`src/rtl/button_debounce_pkg.sv`:
```
`default_nettype none
// ============================================================================
//  Module      : button_debounce_pkg
//  Description : Shared definitions for the push-button input blocks.
//                Provides the debounce FSM state encoding and the default
//                timing constants for a 12 MHz system clock.
//  Contents    : state_t (IDLE=0, PRESS_WAIT=1, HELD=2, RELEASE_WAIT=3),
//                c_DEBOUNCE_CYCLES_12M, c_LONG_CYCLES_12M
//  Revision    : 1.0 - initial release
// ============================================================================
package button_debounce_pkg;

    typedef enum logic [1:0] {
        IDLE         = 2'd0,
        PRESS_WAIT   = 2'd1,
        HELD         = 2'd2,
        RELEASE_WAIT = 2'd3
    } state_t;

    // 10 ms debounce window and 1 s long-press threshold at 12 MHz.
    localparam int unsigned c_DEBOUNCE_CYCLES_12M = 120000;
    localparam int unsigned c_LONG_CYCLES_12M     = 12000000;

endpackage : button_debounce_pkg
`default_nettype wire

```
`src/rtl/sync2.sv`:
```
`default_nettype none
// ============================================================================
//  Module      : sync2
//  Description : Generic two-flop synchroniser for a single asynchronous bit.
//  Ports       : CLK  in  destination clock
//                RST  in  asynchronous active-high reset
//                D    in  asynchronous input
//                Q    out synchronised output (2-cycle latency)
//  Parameters  : RESET_VALUE - value both flops take while RST is high
//  Revision    : 1.0 - initial release
// ============================================================================
module sync2 #(
    parameter logic RESET_VALUE = 1'b0
) (
    input  logic CLK,
    input  logic RST,
    input  logic D,
    output logic Q
);

    logic r_meta;
    logic r_sync;

    always_ff @(posedge CLK or posedge RST) begin
        if (RST) begin
            r_meta <= RESET_VALUE;
            r_sync <= RESET_VALUE;
        end else begin
            r_meta <= D;
            r_sync <= r_meta;
        end
    end

    assign Q = r_sync;

endmodule : sync2
`default_nettype wire

```
`src/rtl/button_debounce.sv`:
```
`default_nettype none
// ============================================================================
//  Module      : button_debounce
//  Description : Synchronises and debounces a raw push-button. Produces a
//                clean level plus one-cycle press, release and long-press
//                strobes, all registered.
//  Ports       : CLK      in  system clock (12 MHz)
//                RST      in  asynchronous active-high reset
//                BTN      in  raw button pin, asynchronous to CLK
//                PRESSED  out debounced level, 1 while held
//                PRESS    out one-cycle strobe on accepted press
//                RELEASE  out one-cycle strobe on accepted release
//                LONG     out one-cycle strobe, once per press, after
//                             LONG_CYCLES spent in HELD
//  Parameters  : DEBOUNCE_CYCLES (>=2), LONG_CYCLES (>=2), ACTIVE_LOW
//  Revision    : 1.0 - initial release
// ============================================================================
module button_debounce
    import button_debounce_pkg::*;
#(
    parameter int unsigned DEBOUNCE_CYCLES = c_DEBOUNCE_CYCLES_12M,
    parameter int unsigned LONG_CYCLES     = c_LONG_CYCLES_12M,
    parameter bit          ACTIVE_LOW      = 1'b0
) (
    input  logic CLK,
    input  logic RST,
    input  logic BTN,
    output logic PRESSED,
    output logic PRESS,
    output logic RELEASE,
    output logic LONG
);

    localparam int c_CNT_W  = $clog2(DEBOUNCE_CYCLES);
    localparam int c_LCNT_W = $clog2(LONG_CYCLES);

    localparam logic [c_CNT_W-1:0]  c_CNT_LAST  = c_CNT_W'(DEBOUNCE_CYCLES - 1);
    localparam logic [c_LCNT_W-1:0] c_LCNT_LAST = c_LCNT_W'(LONG_CYCLES - 1);

    // Polarity is normalised before the synchroniser so that its reset
    // value of 0 always means "released".
    logic w_btn_norm;
    logic w_b;

    assign w_btn_norm = BTN ^ ACTIVE_LOW;

    sync2 #(
        .RESET_VALUE (1'b0)
    ) u_sync2 (
        .CLK (CLK),
        .RST (RST),
        .D   (w_btn_norm),
        .Q   (w_b)
    );

    state_t              r_state,     w_state_nxt;
    logic [c_CNT_W-1:0]  r_cnt,       w_cnt_nxt;
    logic [c_LCNT_W-1:0] r_lcnt,      w_lcnt_nxt;
    logic                r_long_done, w_long_done_nxt;
    logic                r_pressed,   w_pressed_nxt;
    logic                r_press,     w_press_nxt;
    logic                r_release,   w_release_nxt;
    logic                r_long,      w_long_nxt;

    always_ff @(posedge CLK or posedge RST) begin
        if (RST) begin
            r_state     <= IDLE;
            r_cnt       <= '0;
            r_lcnt      <= '0;
            r_long_done <= 1'b0;
            r_pressed   <= 1'b0;
            r_press     <= 1'b0;
            r_release   <= 1'b0;
            r_long      <= 1'b0;
        end else begin
            r_state     <= w_state_nxt;
            r_cnt       <= w_cnt_nxt;
            r_lcnt      <= w_lcnt_nxt;
            r_long_done <= w_long_done_nxt;
            r_pressed   <= w_pressed_nxt;
            r_press     <= w_press_nxt;
            r_release   <= w_release_nxt;
            r_long      <= w_long_nxt;
        end
    end

    always_comb begin
        w_state_nxt     = r_state;
        w_cnt_nxt       = r_cnt;
        w_lcnt_nxt      = r_lcnt;
        w_long_done_nxt = r_long_done;
        w_pressed_nxt   = r_pressed;
        w_press_nxt     = 1'b0;
        w_release_nxt   = 1'b0;
        w_long_nxt      = 1'b0;

        case (r_state)
            IDLE: begin
                if (w_b) begin
                    w_state_nxt = PRESS_WAIT;
                    w_cnt_nxt   = '0;
                end
            end

            PRESS_WAIT: begin
                if (!w_b) begin
                    w_state_nxt = IDLE;
                end else if (r_cnt == c_CNT_LAST) begin
                    w_state_nxt     = HELD;
                    w_press_nxt     = 1'b1;
                    w_pressed_nxt   = 1'b1;
                    w_lcnt_nxt      = '0;
                    w_long_done_nxt = 1'b0;
                end else begin
                    w_cnt_nxt = r_cnt + 1'b1;
                end
            end

            HELD: begin
                if (!w_b) begin
                    w_state_nxt = RELEASE_WAIT;
                    w_cnt_nxt   = '0;
                end else if (!r_long_done) begin
                    // lcnt parks at its limit once LONG has fired.
                    if (r_lcnt == c_LCNT_LAST) begin
                        w_long_nxt      = 1'b1;
                        w_long_done_nxt = 1'b1;
                    end else begin
                        w_lcnt_nxt = r_lcnt + 1'b1;
                    end
                end
            end

            RELEASE_WAIT: begin
                // A bounce back to 1 resumes HELD with lcnt/long_done
                // untouched, so a long press is not re-armed by chatter.
                if (w_b) begin
                    w_state_nxt = HELD;
                end else if (r_cnt == c_CNT_LAST) begin
                    w_state_nxt   = IDLE;
                    w_release_nxt = 1'b1;
                    w_pressed_nxt = 1'b0;
                end else begin
                    w_cnt_nxt = r_cnt + 1'b1;
                end
            end

            default: begin
                w_state_nxt = IDLE;
            end
        endcase
    end

    assign PRESSED = r_pressed;
    assign PRESS   = r_press;
    assign RELEASE = r_release;
    assign LONG    = r_long;

endmodule : button_debounce
`default_nettype wire

```
`config.mk`:
```
export PLATFORM = sky130hd
export DESIGN_NAME = button_debounce
export DESIGN_NICKNAME = d
export VERILOG_FILES = /design/src/rtl/button_debounce_pkg.sv /design/src/rtl/sync2.sv /design/src/rtl/button_debounce.sv
export SDC_FILE = /design/constraint.sdc
export NUM_CORES = 1
export LEC_CHECK = 0
export CAP_MARGIN = 20
export CORE_UTILIZATION = 35
export DETAILED_ROUTE_END_ITERATION = 6
export REMOVE_ABC_BUFFERS = 1
export SETUP_SLACK_MARGIN = 0.4
export SLEW_MARGIN = 20
export SYNTH_ARGS = -nofsm -noshare
export SYNTH_HDL_FRONTEND = slang
export SYNTH_SLANG_ARGS = --single-unit
```
`constraint.sdc`:
```
create_clock -name CLK -period 2.67 [get_ports CLK]
set_input_delay 0.267 -clock CLK [delete_from_list [all_inputs] [get_ports CLK]]
set_output_delay 0.267 -clock CLK [all_outputs]
set_load 0.005 [all_outputs]
```
# Word-level counts from Yosys, hierarchy flattened
# Index checks and enable logic that the tools add are counted.
[op_classes]
reduce_logical = 8
n_eq_ne = 16
n_addsub = 2
n_mux = 37
[ops]
columns = ["cell", "n"]
rows = [
  ["24-bit two-way mux", 5],
  ["17-bit two-way mux", 5],
  ["17-bit case mux with 4 select lines", 1],
  ["24-bit case mux with 2 select lines", 1],
  ["24-bit by 1-bit adder with 24-bit output, second input constant", 1],
  ["24-bit == test, second input constant", 1],
  ["17-bit by 1-bit adder with 17-bit output, second input constant", 1],
  ["17-bit == test, second input constant", 1],
  ["1-bit two-way mux", 16],
  ["2-bit two-way mux", 6],
  ["2-bit inequality test, second input constant", 6],
  ["4-bit AND reduction", 3],
  ["2-bit case mux with 4 select lines", 1],
  ["2-bit by 1-bit inequality test with 1-bit output, second input constant", 3],
  ["6-bit AND reduction", 1],
  ["5-bit AND reduction", 1],
  ["2-bit == test, second input constant", 2],
  ["1-bit case mux with 2 select lines", 2],
  ["2-bit nonzero test", 2],
  ["3-bit by 2-bit inequality test with 1-bit output, second input constant", 1],
  ["3-bit inequality test, second input constant", 1],
  ["2-bit by 1-bit == test with 1-bit output, second input constant", 1],
  ["2-bit logical NOT", 1],
]
[totals]
elab_cells = 73
output_inout_bits = 4
reg_bits = 50
input_bits = 3

# Depth between registers and ports, before layout
[depth]
depth_word = 5
depth_mapped = 9

# Hierarchy
# From an unflattened synthesis, not the netlist that was laid out.
[unflattened]
hier_cells = 301
area_unflattened_um2 = 2803.9
[by_module_without_submodules]
columns = ["module", "area_each_um2", "cells_each", "instances"]
rows = [
  ["button_debounce", 2750.1, 298, 1],
  ["sync2", 53.8, 3, 1],
]

# Worst setup path before layout
# OpenSTA, ideal clock, no wires.
[synth_path]
path_kind = "reg-to-reg"
from = "register r_cnt[0]"
to = "register r_cnt[14]"
slack_ns = 0.640
arrival_time_ns = 1.961
path_stages_with_launch = 9
cell_sequence = "dfrtp_1 ha_1 and3_1 buf_2 and2_1 buf_4 a31o_2 or4_1 nand3_1"
[synth_between]
elab_chain_len = 4
[synth_lines]
columns = ["item", "line_no", "text"]
rows = [
  ["start: declaration", "button_debounce.sv:57", "logic [c_CNT_W-1:0] r_cnt, w_cnt_nxt;"],
  ["start signal: assignment", "button_debounce.sv:77", "r_cnt <= w_cnt_nxt;"],
  ["17-bit by 1-bit adder with 17-bit output or 17-bit == test (tied branches)", "--", ""],
  ["17-bit two-way mux (*)", "button_debounce.sv:108, button_debounce.sv:139", ""],
  ["17-bit two-way mux, on equally long branches", "button_debounce.sv:137, button_debounce.sv:106", ""],
  ["17-bit case mux with 4 select lines (*)", "button_debounce.sv:97", "case (r_state)"],
]
# Mark *: on every way between the ends. The rest lies on a longest branch, timed or not. The select of a mux whose other input is x is not followed.
# A chain may end at the register's enable or synchronous reset.

# Worst setup path after layout
# Same ends and word-level chain as after synthesis.

==> flow_summary.toml <==
[logic_synthesis]
syn_area_per_cell_sq_um = 9.08
synth_edf_count = 0
synth-xor-area-share = 0.0156
synth.top_cells.by_area = "dfrtp_1, nand2_1, nand3_1"
ys_seq_area_frac = 0.446
ys_types = 48
synthTopCellsByCount = "dfrtp_1, nand2_1, nand3_1, o21ai_0, a31oi_1"
synth_top_family_by_area = "simple AND/OR/NAND/NOR gates"
synth-compound-area-share = 0.169
syn_area_sq_um = 2810
ys_async_sr_fraction = 1.00
synth_top_area_cell = "dfrtp_1"
synthAdderAreaFrac = 0.00892
yosysMostFrequentCell = "dfrtp_1"
ys.flop_type = "dfrtp_1"
synthSimpleGateAreaFrac = 0.299
synth_cells = 309
ys_ff_latch = 50
yosysTopAreaCellShare = 0.446
synthMuxAreaShare = 0.0183
yosysWarnings = 0

[power_and_ir_drop]
p_int_uw = 995
p_switching_uw = 307
power_frac_seq = 0.607
power.density_nw_per_um2 = 421
p_comb_frac = 0.050
ir_worst_vdd_v = 0.000212
p_leak_uw = 0.00130
pwr-share-clk = 0.343
p_sw_frac = 0.236

[placement]
routabilityCongestion = 0.811
placedInstanceArea_sq_um = 2970
io_buffers = 6
dp_slack_ns = 0.344
hpwl_um = 4450

[global_route]
grt_use_met3 = 0.0226
top_usage_layer = "met2"
grt_pass1_vias = 2357
overflow = 0
antenna_found_initial = 0
grt_usage = 0.174
use_met1 = 0.247
grt_pass1_wl_um = 11700
grt_max_degree = 24
gr-usage-met2 = 0.273

[clocking]
cts_tree = "done"
htree_levels = 2
cts_root_buf = "clkbuf_8"
cts_made_buffers = 5
clkLatencyLatePin_ns = 0.30
clk_pin_slew_ns = 0.09
cts_num_sinks = 50
clk_path_buf_depth = 2

[sta]
skew_ns = 0.0104
slew_viol_final = 0
slew_headroom = 0.737
tns_ns = 0
rsz0062_at_grt = "no"
finalSetupViolations = 0
fin_crit_ns = 2.13
min_period_over_period = 0.799
worst_pin_slew_ns = 0.392
clock.fmax_mhz = 469
setup_slack_ns = 0.537
hold_viol_final = 0

[worst_setup_path]
worstSetupPathType = "flop to flop"
r2r_end = "r_cnt[14]"
endpoint_kind = "flop"
crit_fanout = 12
arrival_ns = 2.37
crit_path_start_kind = "flop"
cp.required_ns = 2.91
worstReg2RegStart = "r_cnt[0]"
r2r_slack_ns = 0.54
worstRegToRegCells = 6

[drt]
viasPerCell = 5.80
first_pass_iters = 5
num_vias = 2413
wl_um = 6500
ant_nets = 0
drt_iter0_drc = 191
wl_per_cell_um = 15.6
drc = 0

[floorplan]
dieArea_sq_um = 8380
initial_core_util = 0.363
fp.dieH_um = 91.5
core-area_sq_um = 7730
pin_count = 7
die_w_um = 91.5
row_count = 32

[finish]
n_fill_cell = 750
register_area_sq_um = 1250
drive_gt1_frac = 0.102
multi_input_area_sq_um = 1470
fin_area_sq_um = 3090
n_antenna_cell = 0
syn2layout_area_growth_pct = 10.3
fin_nets = 320

[job]
maxCapViolations = 0

[status]
outcome = "finished clean"

[worst_hold_path]
hold_path.class = "input pin to asynchronous set/reset pin"
-- cell families (layout without fill, tap and decap cells) --
logic type      Yosys count  after routing
compound gates           74             74
xor+xnor                  5              5
fa+ha+maj                 2              2
buf+inv                  23             28
flops                    50             50
mux                       5              5
simple gates            150            150
-- cell type report --
type | instances | share of cell area
sequential | 50 | 0.404
tap | 102 | 0.0412
inverter | 4 | 0.00485
clock buffer | 6 | 0.0267
timing repair buffer | 18 | 0.0485
multi-input combinational | 236 | 0.474
-- placed cells by master, fill, tap and decap left out, types with 5 or more instances in the layout --
master / count
buf_4: 12
nor2_1: 16
or3_1: 5
nand4_1: 17
clkbuf_8: 6
clkdlybuf4s50_1: 6
a31oi_1: 19
nand2_1: 37
nand3_1: 27
dfrtp_1: 50
o21ai_0: 22
a41oi_1: 8
and3_1: 12
a21oi_1: 10
-- power by group through the flow --
stage               registers, uW  clock network (uW)  logic, uW
CTS                           791                 469       67.1
finish                        790                 446       65.2
global route                  794                 491       76.2
floorplan                     800                   0       40.7
global placement              804                   0       64.2
detailed placement            805                   0       65.6
-- flip-flops by register name, indices dropped and copies added (netlist names), named ones only --
signal,cells
r_long_done,1
r_state,1
r_lcnt,24
PRESS,1
u_sync2.r_meta,1
RELEASE,1
PRESSED,1
r_cnt,17
LONG,1
u_sync2.Q,1
-- how the worst max path moves through the flow --
stage          slack, ns          to  startpoint  depth (start not counted)
2_1_floorplan       0.16  r_lcnt[19]  r_state[0]                          5
3_3_place_gp        0.40   r_lcnt[4]    r_cnt[0]                          6
3_5_place_dp        0.34   r_lcnt[3]    r_cnt[0]                          6
4_1_cts             0.44   r_cnt[14]    r_cnt[0]                          6
5_1_grt             0.41   r_lcnt[1]   r_lcnt[0]                          7
6_report            0.54   r_cnt[14]    r_cnt[0]                          6
-- per-stage QoR --
| step | hold slack [ns] | total power [uW] | utilization | cells |
|---|---|---|---|---|
| 2_1_floorplan | 0.298 | 841 | - | 290 |
| 4_1_cts | 0.257 | 1330 | 0.396 | 415 |
| 5_1_grt | 0.280 | 1360 | 0.400 | 416 |
| 6_report | 0.245 | 1300 | 0.400 | 416 |
| 3_5_place_dp | 0.347 | 870 | 0.384 | 409 |
| 3_3_place_gp | 0.339 | 868 | 0.384 | 409 |
-- worst max-delay path: stages, from the launching register on --
cell and delay, ns:
dfrtp_1 0.45, ha_1 0.26, and3_1 0.25, and2_4 0.21, a31o_2 0.33, or4_1 0.49, nand3_1 0.09
-- timing repair --
item / 4_1_cts / 5_1_grt
gates resized for setup: 3 / 5
pin swaps: 0 / 1
setup buffers: 0 / 1
hold buffers: 0 / 0
setup endpoints to repair: 16 / 24
-- routing by layer --
metal / wire (um) / vias up
li1: - / 1169
met1: 3320 / 1206
met2: 2960 / 34
met3: 183 / 4
met4: 38 / 0
met5: 0 / -
No activity file was read; power rests on OpenSTA's default activity.
